`src/rtl/sap_pkg.sv`:
```
// Shared definitions for the SAP-1 control sequencer: opcodes, T-state
// indices and the control-word bit layout used by the controller and bench.
package sap_pkg;

    localparam logic [3:0] OP_LDA = 4'b0000;
    localparam logic [3:0] OP_ADD = 4'b0001;
    localparam logic [3:0] OP_SUB = 4'b0010;
    localparam logic [3:0] OP_OUT = 4'b1110;
    localparam logic [3:0] OP_HLT = 4'b1111;

    localparam int NUM_T = 6;
    localparam int T1 = 0;
    localparam int T2 = 1;
    localparam int T3 = 2;
    localparam int T4 = 3;
    localparam int T5 = 4;
    localparam int T6 = 5;

    localparam int CW_PC_INC    = 0;
    localparam int CW_PC_EN     = 1;
    localparam int CW_MAR_LATCH = 2;
    localparam int CW_RAM_EN    = 3;
    localparam int CW_IR_LATCH  = 4;
    localparam int CW_IR_EN     = 5;
    localparam int CW_A_LATCH   = 6;
    localparam int CW_A_EN      = 7;
    localparam int CW_B_LATCH   = 8;
    localparam int CW_ALU_SUB   = 9;
    localparam int CW_ALU_EN    = 10;
    localparam int CW_OUT_LATCH = 11;
    localparam int CW_W         = 12;

    typedef logic [CW_W-1:0]  cw_t;
    typedef logic [NUM_T-1:0] ring_t;

    typedef enum logic [2:0] {
        INS_LDA,
        INS_ADD,
        INS_SUB,
        INS_OUT,
        INS_HLT,
        INS_NOP
    } ins_e;

endpackage

```
`src/rtl/sap_ring_counter.sv`:
```
// Six-step one-hot ring (T1..T6) with hold, early wrap back to T1 and a
// freeze input that pins the current step while the machine is halted.
module sap_ring_counter
    import sap_pkg::*;
(
    input  logic  clk,
    input  logic  reset,
    input  logic  advance,
    input  logic  early_wrap,
    input  logic  freeze,
    output ring_t ring
);

    ring_t ring_reg;
    ring_t ring_next;
    ring_t rotated;

    for (genvar gi = 0; gi < NUM_T; gi++) begin : g_rot
        assign rotated[gi] = ring_reg[(gi + NUM_T - 1) % NUM_T];
    end

    always_comb begin
        ring_next = ring_reg;
        if (advance && !freeze) begin
            ring_next = early_wrap ? ring_t'(1) : rotated;
        end
    end

    always_ff @(posedge clk) begin
        if (reset) begin
            ring_reg <= ring_t'(1);
        end else begin
            ring_reg <= ring_next;
        end
    end

    assign ring = ring_reg;

endmodule

```
`src/rtl/sap_controller.sv`:
```
// SAP-1 control sequencer: decodes the T-state ring and IR opcode into one
// Moore control word per clock; HLT freezes the ring at T4 until reset.
module sap_controller
    import sap_pkg::*;
#(
    parameter int OPCODE_W    = 4,
    parameter bit SHORT_CYCLE = 1'b0
) (
    input  logic                clk,
    input  logic                reset,
    input  logic                step_en,
    input  logic [OPCODE_W-1:0] opcode,
    output logic [5:0]          t_state,
    output logic                halted,
    output logic                pc_inc,
    output logic                pc_en,
    output logic                mar_latch,
    output logic                ram_en,
    output logic                ir_latch,
    output logic                ir_en,
    output logic                a_latch,
    output logic                a_en,
    output logic                b_latch,
    output logic                alu_sub,
    output logic                alu_en,
    output logic                out_latch
);

    ring_t ring;
    ins_e  ins;
    logic  halted_reg;
    logic  halted_next;
    logic  halt_now;
    logic  early_wrap;
    cw_t   cw;

    always_comb begin
        if (opcode == OPCODE_W'(OP_LDA))      ins = INS_LDA;
        else if (opcode == OPCODE_W'(OP_ADD)) ins = INS_ADD;
        else if (opcode == OPCODE_W'(OP_SUB)) ins = INS_SUB;
        else if (opcode == OPCODE_W'(OP_OUT)) ins = INS_OUT;
        else if (opcode == OPCODE_W'(OP_HLT)) ins = INS_HLT;
        else                                  ins = INS_NOP;
    end

    sap_ring_counter u_ring (
        .clk        (clk),
        .reset      (reset),
        .advance    (step_en),
        .early_wrap (early_wrap),
        .freeze     (halted_reg | halt_now),
        .ring       (ring)
    );

    always_ff @(posedge clk) begin
        if (reset) begin
            halted_reg <= 1'b0;
        end else begin
            halted_reg <= halted_next;
        end
    end

    // Halt latches at the end of T4 even if the step is being held.
    always_comb begin
        halt_now    = ring[T4] && (ins == INS_HLT);
        halted_next = halted_reg | halt_now;
        early_wrap  = 1'b0;
        if (SHORT_CYCLE) begin
            early_wrap = (ring[T5] && ins == INS_LDA) ||
                         (ring[T4] && ins == INS_OUT) ||
                         (ring[T3] && ins == INS_NOP);
        end
    end

    always_comb begin
        cw = '0;
        if (!reset && !halted_reg) begin
            if (ring[T1]) begin
                cw[CW_PC_EN]     = 1'b1;
                cw[CW_MAR_LATCH] = 1'b1;
            end else if (ring[T2]) begin
                cw[CW_PC_INC] = 1'b1;
            end else if (ring[T3]) begin
                cw[CW_RAM_EN]   = 1'b1;
                cw[CW_IR_LATCH] = 1'b1;
            end else if (ring[T4]) begin
                if (ins == INS_LDA || ins == INS_ADD || ins == INS_SUB) begin
                    cw[CW_IR_EN]     = 1'b1;
                    cw[CW_MAR_LATCH] = 1'b1;
                end else if (ins == INS_OUT) begin
                    cw[CW_A_EN]      = 1'b1;
                    cw[CW_OUT_LATCH] = 1'b1;
                end
            end else if (ring[T5]) begin
                if (ins == INS_LDA) begin
                    cw[CW_RAM_EN]  = 1'b1;
                    cw[CW_A_LATCH] = 1'b1;
                end else if (ins == INS_ADD || ins == INS_SUB) begin
                    cw[CW_RAM_EN]  = 1'b1;
                    cw[CW_B_LATCH] = 1'b1;
                end
            end else if (ring[T6]) begin
                if (ins == INS_ADD || ins == INS_SUB) begin
                    cw[CW_ALU_EN]  = 1'b1;
                    cw[CW_A_LATCH] = 1'b1;
                    cw[CW_ALU_SUB] = (ins == INS_SUB);
                end
            end
        end
    end

    assign t_state   = ring;
    assign halted    = halted_reg;
    assign pc_inc    = cw[CW_PC_INC];
    assign pc_en     = cw[CW_PC_EN];
    assign mar_latch = cw[CW_MAR_LATCH];
    assign ram_en    = cw[CW_RAM_EN];
    assign ir_latch  = cw[CW_IR_LATCH];
    assign ir_en     = cw[CW_IR_EN];
    assign a_latch   = cw[CW_A_LATCH];
    assign a_en      = cw[CW_A_EN];
    assign b_latch   = cw[CW_B_LATCH];
    assign alu_sub   = cw[CW_ALU_SUB];
    assign alu_en    = cw[CW_ALU_EN];
    assign out_latch = cw[CW_OUT_LATCH];

endmodule

```
`config.mk`:
```
export PLATFORM = sky130hd
export DESIGN_NAME = sap_controller
export DESIGN_NICKNAME = d
export VERILOG_FILES = /design/src/rtl/sap_pkg.sv /design/src/rtl/sap_ring_counter.sv /design/src/rtl/sap_controller.sv
export SDC_FILE = /design/constraint.sdc
export NUM_CORES = 1
export LEC_CHECK = 0
export BUFFER_PORTS_ARGS = -buffer_cell sky130_fd_sc_hd__buf_2
export CAP_MARGIN = 20
export CORE_AREA = 2 2 39 41
export DETAILED_ROUTE_END_ITERATION = 8
export DIE_AREA = 0 0 41 43
export PLACE_DENSITY = 0.69
export SLEW_MARGIN = 15
export SYNTH_ARGS = -nofsm -noshare
export SYNTH_HDL_FRONTEND = slang
export SYNTH_SLANG_ARGS = --single-unit
```
`constraint.sdc`:
```
create_clock -name clk -period 1.3 [get_ports clk]
set_clock_uncertainty 0.05 [all_clocks]
set_input_delay 0.13 -clock clk [delete_from_list [all_inputs] [get_ports clk]]
set_output_delay 0.13 -clock clk [all_outputs]
set_load 0.02 [all_outputs]
```
=== After elaboration in Yosys (flattened, before gate mapping) ===
Index checks and enable logic that the tools add are counted.

* Add/sub/neg operators: 0
* $mul: 0
* Divide/modulo/power cells: 0
* Magnitude comparators: 0
* Equality and inequality tests: 8
* Shift operators: 0
* Muxes and demuxes: 35
* Bitwise operators: 1
* Reductions and logical operators: 11

{| class="wikitable"
|+ Operators with widths
! cell !! count
|-
| 1-bit 2-to-1 mux || 23
|-
| 3-bit 2-to-1 mux || 5
|-
| 12-bit 2-to-1 mux || 1
|-
| 10-bit 2-to-1 mux || 1
|-
| 9-bit 2-to-1 mux || 1
|-
| 4-bit equality test (second input constant) || 2
|-
| 7-bit 2-to-1 mux || 1
|-
| 3-bit by 2-bit equality test with 1-bit output (second input constant) || 2
|-
| 2-bit 2-to-1 mux || 3
|-
| 4-bit by 1-bit equality test with 1-bit output (second input constant) || 1
|-
| 4-bit by 2-bit equality test with 1-bit output (second input constant) || 1
|-
| 4-bit logical NOT || 1
|-
| 3-bit by 1-bit equality test with 1-bit output (second input constant) || 1
|-
| 3-bit equality test (second input constant) || 1
|-
| 1-bit logical AND || 3
|-
| 1-bit logical NOT || 3
|-
| 3-bit logical NOT || 1
|-
| 1-bit logical OR || 3
|-
| 1-bit bitwise OR || 1
|}

* Flip-flop bits (word level): 7
* Latch bits: 0
* Memory bits (writable): 0
* Bits in read-only memories: 0
* Input port bits: 7
* Output and inout bits: 19
* Logic and storage cells: 57
* Memories kept: 0

=== Longest topological paths before layout ===
Gate-level depths: netlist of run 1.

* Depth in word-level cells: 16
* Depth in mapped cells: 5
* Gate-level depth less buffers: 3

=== Cells and area by module ===
From an unflattened synthesis of run 1, not the netlist that was laid out.

* Cell total of the unflattened synthesis: 59
* Area total of the unflattened synthesis: 465.4 µm²

{| class="wikitable"
|+ By module, submodules not included
! module !! instances !! cells each !! area each (µm²) !! sequential area each (µm²)
|-
| sap_controller || 1 || 33 || 232.7 || 20.0
|-
| sap_ring_counter || 1 || 26 || 232.7 || 120.1
|}

=== Least setup slack after synthesis of run 1 ===
No wires, ideal clock.

* Path type: flip-flop to output port
* Start: register u_ring.ring_reg[1], in the netlist u_ring.ring[1]
* End: output port out_latch
* Arrival: 1.676 ns
* Required time: 1.120 ns
* Path slack: -0.556 ns
* Cell stages (with the launch flop): 5
* Path buffers: 1
* Cells stage by stage: dfxtp_1 -> nor4_4 -> nand2b_1 -> nor3_1 -> buf_4

* Longest elaborated chain between the ends: 3

{| class="wikitable"
|+ Ends and longest elaborated chain
! item !! line !! text
|-
| from (decl) || sap_ring_counter.sv:14 || <nowiki>ring_t ring_reg;</nowiki>
|-
| from (signal assigned) || sap_ring_counter.sv:31 || <nowiki>ring_reg <= ring_t'(1);</nowiki>
|-
| from (signal assigned) || sap_ring_counter.sv:33 || <nowiki>ring_reg <= ring_next;</nowiki>
|-
| 10-bit 2-to-1 mux || sap_controller.sv:81 || <nowiki>end else if (ring[T2]) begin</nowiki>
|-
| 9-bit 2-to-1 mux || sap_controller.sv:78 || <nowiki>if (ring[T1]) begin</nowiki>
|-
| 12-bit 2-to-1 mux || sap_controller.sv:77 || <nowiki>if (!reset && !halted_reg) begin</nowiki>
|-
| to (decl) || sap_controller.sv:26 || <nowiki>output logic out_latch</nowiki>
|}

Every way passes these cells.

=== Final worst setup path of run 1 ===
* Start: register u_ring.ring_reg[0], in the netlist u_ring.ring[0]
* End: output port alu_en

* Longest elaborated chain between the ends: 2

{| class="wikitable"
|+ Ends and longest elaborated chain
! item !! line !! text
|-
| 9-bit 2-to-1 mux || sap_controller.sv:78 ||
|-
| 12-bit 2-to-1 mux || sap_controller.sv:77 ||
|-
| to (decl) || sap_controller.sv:25 || <nowiki>output logic alu_en,</nowiki>
|}

Every way passes these cells.

==> results.py, run 1 <==
metrics = {
    "timing": {
        "tightestPinTransition_ns": 0.327,
        "fin_crit_ns": 1.69,
        "setup_slack_ns": -0.388,
        "rsz0062_at_grt": "yes",
        "setup_viol": 12,
        "finalSetupTns_ns": -3.24,
        "maxSlewHeadroom_pct": 78.1,
        "fin_crit_sh_pct": 130,
        "maxSlewViolCount": 0,
        "clock.fmax_mhz": 592,
        "hold_violations": 0,
    },
    "finish": {
        "diodes": 0,
        "final_nets": 116,
        "drive_gt1_share_pct": 66.7,
        "largest_reg_flops": 6,
        "fin_util_pct": 71.4,
        "area_delta_synth_final_pct": 92.7,
    },
    "grt": {
        "grt_pass1_vias": 646,
        "grt_usage_pct": 22.1,
        "grt_max_degree": 10,
        "grt_overflow_total": 0,
        "grt_pass1_wl_mm": 2.65,
        "antenna_found_initial": 0,
    },
    "setup_path": {
        "cp_cell_sequence": "nor4_4, nand3b_1, and3b_2, buf_6",
        "slowest_stage": "dfxtp_4",
        "worst_setup_path_end_kind": "output pin",
        "max_stage_delay_ns": 0.35,
        "worstPathRequired_ns": 1.12,
        "critPathKind": "flip-flop to output pin",
        "path_delay_family": "simple AND/OR/NAND/NOR gates",
        "start_kind": "flip-flop",
        "path_max_fanout": 3,
        "cp_num_buf_inv": 1,
        "critPathArrivalTime_ns": 1.51,
    },
    "synthesis": {
        "synth_cell_types": 34,
        "ys_seq_elements": 7,
        "synth.avg_cell_area_um2": 8.27,
        "synth_cells": 62,
        "ys_seq_area_share_pct": 27.3,
        "yosysTopAreaCell": "dfxtp_1",
        "yosysWarnings": 0,
        "synth_area_leaders": "dfxtp_1 (27%), nor2b_1 (4.9%), o211ai_1 (4.4%)",
        "mappedNetlistArea_um2": 513,
        "synth_nets": 69,
        "synth_top_area_share_pct": 27.3,
    },
    "route": {
        "drtAntennaViolNets": 0,
        "vias_per_cell": 5.60,
        "drcViolationCount": 0,
        "drt_first_pass_iters": 4,
        "drt_iter0_drc": 10,
        "vias": 695,
        "drt_wl_total_mm": 1.82,
        "routedWlPerCell_um": 14.7,
    },
    "power": {
        "clkPwrFrac_pct": 31.5,
        "leakagePower_nw": 0.440,
        "netSwitchingPower_mw": 0.197,
        "p_per_area_nw_per_um2": 634,
        "p_int_mw": 0.430,
        "ir_drop_uv": 620,
        "combPwrFrac_pct": 31.1,
        "seqPwrFrac_pct": 37.4,
        "swShare_pct": 31.4,
    },
    "cts": {
        "cts_buffers": 3,
        "clockBufferDepth": 2,
        "cts_max_level": 1,
        "cts_tree": "built",
        "clkTransAtPathRegs_ns": 0.05,
        "cts.root.buffer_cell": "clkbuf_4",
        "clkLatencyLatePin_ns": 0.25,
        "clock-sinks": 7,
    },
    "die": {
        "die_w_um": 41,
        "initial_core_util_pct": 37.1,
        "core-area_um2": 1380,
        "rows": 14,
        "die_y_um": 43,
        "io_pins": 26,
        "dieArea_um2": 1760,
    },
    "run_status": {
        "outcome": "finished, violations left",
        "violations": "negative setup slack",
    },
    "min_path": {
        "hold_path.class": "input port to flip-flop",
    },
    "placement": {
        "pre_cts_slack_ns": -0.150,
        "place.gp.congestion": 0.871,
        "dp_hpwl_mm": 1.24,
        "port_buffers": 25,
    },
    "flow_run": {
        "drv_cap": 0,
    },
}
==> worst register-to-register path, delay by kind of cell (launching register included) <==
kind,cells,cell delay (ns)
buf+inv,3,0.40
flops,1,0.35
compound gates,2,0.22
simple gates,1,0.13
==> cell usage after synthesis <==
| master | instances |
|---|---|
| clkinv_1 | 1 |
| buf_4 | 1 |
| inv_2 | 1 |
| inv_1 | 1 |
| o2111ai_1 | 2 |
| and2_1 | 1 |
| nand3b_1 | 1 |
| nor4_4 | 1 |
| a22oi_1 | 1 |
| o311ai_0 | 1 |
| nor2_1 | 4 |
| nor3_1 | 3 |
| a21oi_1 | 2 |
| and3_2 | 1 |
| nor4b_1 | 1 |
| o21bai_2 | 1 |
| xor2_1 | 1 |
| nand2b_1 | 3 |
| and3b_1 | 1 |
| dfxtp_1 | 7 |
| buf_2 | 1 |
| nor2b_1 | 4 |
| o32ai_1 | 1 |
| o221a_2 | 1 |
| nand2_1 | 5 |
| or4_4 | 1 |
| a31oi_1 | 2 |
| nor3b_1 | 1 |
| and4b_1 | 1 |
| nand3_1 | 3 |
| and2_4 | 1 |
| o221ai_1 | 2 |
| o211ai_1 | 3 |
| or4_1 | 1 |
==> final cells by class <==
class / instances / area (um^2)
inverter: 3 / 11.3
tap: 16 / 20.0
timing repair buffer: 44 / 344
multi-input combinational: 50 / 434
sequential: 7 / 153
fill: 98 / 395
clock buffer: 4 / 26.3
==> layer usage <==
metal | vias to the layer above | share of wire (%) | global-route usage [%] | wire (um)
met3 | 6 | 4.2 | 9.42 | 77
met4 | 0 | 3.6 | 7.33 | 66
li1 | 336 | - | - | -
met2 | 21 | 53 | 35.6 | 967
met5 | - | 0 | 0 | 0
met1 | 332 | 39 | 24.9 | 707
==> worst paths after layout <==
| kind | start | to | slack (ns) | depth (start not counted) |
|---|---|---|---|---|
| worst max-delay path | u_ring.ring[0] | alu_en | -0.39 | 4 |
| worst min-delay path | step_en | u_ring.ring[3] | 0.16 | 3 |
| worst max register to register | halted | u_ring.ring[1] | 0.05 | 6 |
| worst min register to register | u_ring.ring[1] | u_ring.ring[1] | 0.50 | 2 |
==> stage by stage <==
stage	cells	hold WS (ns)	power, mW	area (um^2)
after floorplan	62	0.310	0.329	568
after detailed placement	118	0.440	0.408	825
after global placement	118	0.457	0.404	825
after global routing	124	0.154	0.662	988
final	124	0.156	0.626	988
after CTS	124	0.130	0.614	952
==> what timing repair did <==
action	4_1_cts	5_1_grt
pin swaps	4	2
hold buffers	0	0
setup endpoints to repair	12	14
hold endpoints to repair	0	0
setup buffers	2	0
resized for setup	27	9
==> layout by cell type, fill, tap and decap left out, drive strengths merged, types with 2 or more instances in the layout <==
cell type,n
a21oi,2
nor2,4
nand2b,3
nor3,3
nand2,5
buf,44
o211ai,3
o2111ai,2
and2,2
or4,2
o221ai,2
nand3,3
a31oi,2
dfxtp,7
inv,2
nor2b,4
clkbuf,4
==> power by group through the flow <==
stage	logic [mW]	clock network [mW]	registers (mW)
finish	0.195	0.197	0.234
global route	0.208	0.219	0.236
CTS	0.180	0.200	0.234
detailed placement	0.167	0	0.241
global placement	0.164	0	0.240
floorplan	0.0765	0	0.253
==> logic make-up (layout without fill, tap and decap cells) <==
kind of cell / Yosys count / count (layout) / synth area share (%)
buffers and inverters: 5 / 51 / 4.63
AND/OR/NAND/NOR: 33 / 33 / 41.5
flip-flops: 7 / 7 / 27.3
AO/OA/AOI/OAI: 16 / 16 / 24.9
XOR/XNOR: 1 / 1 / 1.71
Note: power is estimated with default switching activity, not from simulation.
==> run 2, diff against run 1 <==
--- a/config.mk
+++ b/config.mk
@@ -5,12 +5,14 @@
 export SDC_FILE = /design/constraint.sdc
 export NUM_CORES = 1
 export LEC_CHECK = 0
-export BUFFER_PORTS_ARGS = -buffer_cell sky130_fd_sc_hd__buf_2
 export CAP_MARGIN = 20
-export CORE_AREA = 2 2 39 41
+export CELL_PAD_IN_SITES_DETAIL_PLACEMENT = 0
+export CELL_PAD_IN_SITES_GLOBAL_PLACEMENT = 2
+export CORE_MARGIN = 2
+export CORE_UTILIZATION = 30
 export DETAILED_ROUTE_END_ITERATION = 8
-export DIE_AREA = 0 0 41 43
-export PLACE_DENSITY = 0.69
+export DONT_BUFFER_PORTS = 1
+export PLACE_DENSITY_LB_ADDON = 0.1
 export SLEW_MARGIN = 15
 export SYNTH_ARGS = -nofsm -noshare
 export SYNTH_HDL_FRONTEND = slang
==> run 2 against run 1 <==
  * The flow still finishes with violations (negative setup slack)
  * Combinational power fell by 25%
  * Clock power rose by 5%
  * Via count fell by 20%
  * Largest cell class unchanged
  * Sequential share of layout area rose by 3.4 points
  * Non-clock buffer count fell by 29
  * Fmax rose by 2.8%
  * Hold slack got worse by 0.099 ns
  * Wire length fell by 16%
  * Total power fell by 6.2%
  * Global-route usage fell by 6.2 points
==> results.py, run 2 (same netlist as run 1, synthesis figures left out) <==
metrics = {
    "power": {
        "p_per_area_nw_per_um2": 738,
        "ir_drop_uv": 398,
        "leakagePower_nw": 0.298,
    },
    "grt": {
        "grt_pass1_wl_mm": 2.32,
        "grt_pass1_vias": 500,
        "grt_usage_pct": 15.9,
        "grt_max_degree": 10,
        "antenna_found_initial": 0,
        "grt_overflow_total": 0,
    },
    "finish": {
        "area_delta_synth_final_pct": 55.1,
        "fin_util_pct": 51.0,
        "drive_gt1_share_pct": 54.4,
        "mostFrequentLayoutCell": "buf_4",
        "diodes": 0,
        "final_nets": 87,
        "largest_reg_flops": 6,
        "final_cell_mix": "buf_4 (10), nand2_1 (5)",
    },
    "setup_path": {
        "r2r-start": "halted",
        "cp_cell_sequence": "nor4_4, nand2b_1, and4b_2",
        "worstPathRequired_ns": 1.12,
        "cp-startpoint": "u_ring.ring[0]",
        "critPathKind": "flip-flop to output pin",
        "path_max_fanout": 3,
        "start_kind": "flip-flop",
        "worst_setup_path_end_kind": "output pin",
        "max_stage_delay_ns": 0.39,
        "critPathArrivalTime_ns": 1.46,
        "slowest_stage": "and4b_2",
    },
    "timing": {
        "fin_crit_ns": 1.64,
        "rsz0062_at_grt": "yes",
        "maxSlewHeadroom_pct": 81.4,
        "finalSetupTns_ns": -2.88,
        "hold_violations": 0,
        "maxSlewViolCount": 0,
        "setup_slack_ns": -0.342,
        "tightestPinTransition_ns": 0.279,
        "fin_crit_sh_pct": 126,
        "clock.fmax_mhz": 609,
        "setup_viol": 12,
    },
    "cts": {
        "cts.root.buffer_cell": "clkbuf_4",
        "cts_buffers": 3,
        "cts_tree": "built",
        "clockBufferDepth": 2,
        "clkLatencyLatePin_ns": 0.26,
        "clkTransAtPathRegs_ns": 0.06,
        "clock-sinks": 7,
        "cts_max_level": 1,
    },
    "route": {
        "vias_per_cell": 5.87,
        "drt_first_pass_iters": 4,
        "drt_iter0_drc": 15,
        "routedWlPerCell_um": 16.1,
        "drcViolationCount": 0,
        "drtAntennaViolNets": 0,
        "vias": 558,
        "drt_wl_total_mm": 1.53,
    },
    "placement": {
        "dp_hpwl_mm": 1.14,
        "place.gp.congestion": 0.763,
        "port_buffers": 0,
    },
    "flow_run": {
        "drv_cap": 0,
    },
    "die": {
        "initial_core_util_pct": 32.9,
        "die_y_um": 45.4,
        "core-area_um2": 1560,
        "dieArea_um2": 2060,
        "die_w_um": 45.4,
        "io_pins": 26,
        "rows": 14,
    },
    "min_path": {
        "worstHoldStart": "reset",
        "hold_path.class": "input port to flip-flop",
    },
    "run_status": {
        "outcome": "finished, violations left",
        "violations": "negative setup slack",
    },
}
-- run 2: routing by layer --
| metal | vias to the layer above | wire [um] | GRT usage (%) |
|---|---|---|---|
| met1 | 260 | 671 | 20.3 |
| met4 | 0 | 10 | 8.82 |
| li1 | 275 | - | - |
| met3 | 2 | 94 | 3.60 |
| met2 | 21 | 756 | 24.6 |
| met5 | - | 0 | 0 |
-- run 2: timing repair --
action	4_1_cts	5_1_grt
pin swaps	4	2
gates resized for setup	8	8
hold buffers	1	0
setup endpoints to repair	13	18
buffers inserted	0	1
hold endpoints to repair	2	0
-- run 2: cell type report --
class                           count  area, um^2
Sequential cell                     7         150
Multi-Input combinational cell     50         449
Timing Repair Buffer               15         139
Tap cell                           16        20.0
Inverter                            3        11.3
Clock buffer                        4        26.3
Fill cell                         164         763
-- run 2: path summary, 6_finish.rpt --
kind	slack [ns]	to	depth (start not counted)
worst max-delay path	-0.34	b_latch	3
worst min-delay path	0.06	u_ring.ring[1]	3
worst max register to register	0.05	u_ring.ring[4]	4
worst min register to register	0.47	u_ring.ring[3]	2
-- run 2: report_power, final --
part           internal, mW  total, mW  leakage [nW]  switching, mW
Sequential            0.223      0.235        0.0591         0.0116
Clock                 0.118      0.206        0.0150         0.0884
Combinational        0.0654      0.147         0.223         0.0813
-- run 2: worst max-delay path: cells and delay by family (launching register included) --
family,cells,cell delay (ns)
flops,1,0.35
simple gates,3,0.86
-- run 2: stage by stage --
stage | std cells | power (mW) | setup WS [ns] | area, um^2 | hold WS [ns]
after CTS | 95 | 0.584 | -0.341 | 757 | 0.0385
final | 95 | 0.587 | -0.342 | 796 | 0.0563
after detailed placement | 90 | 0.366 | -0.122 | 689 | 0.163
after floorplan | 62 | 0.329 | -0.119 | 568 | 0.310
after global placement | 90 | 0.366 | -0.118 | 689 | 0.155
after global routing | 95 | 0.612 | -0.400 | 796 | 0.0549
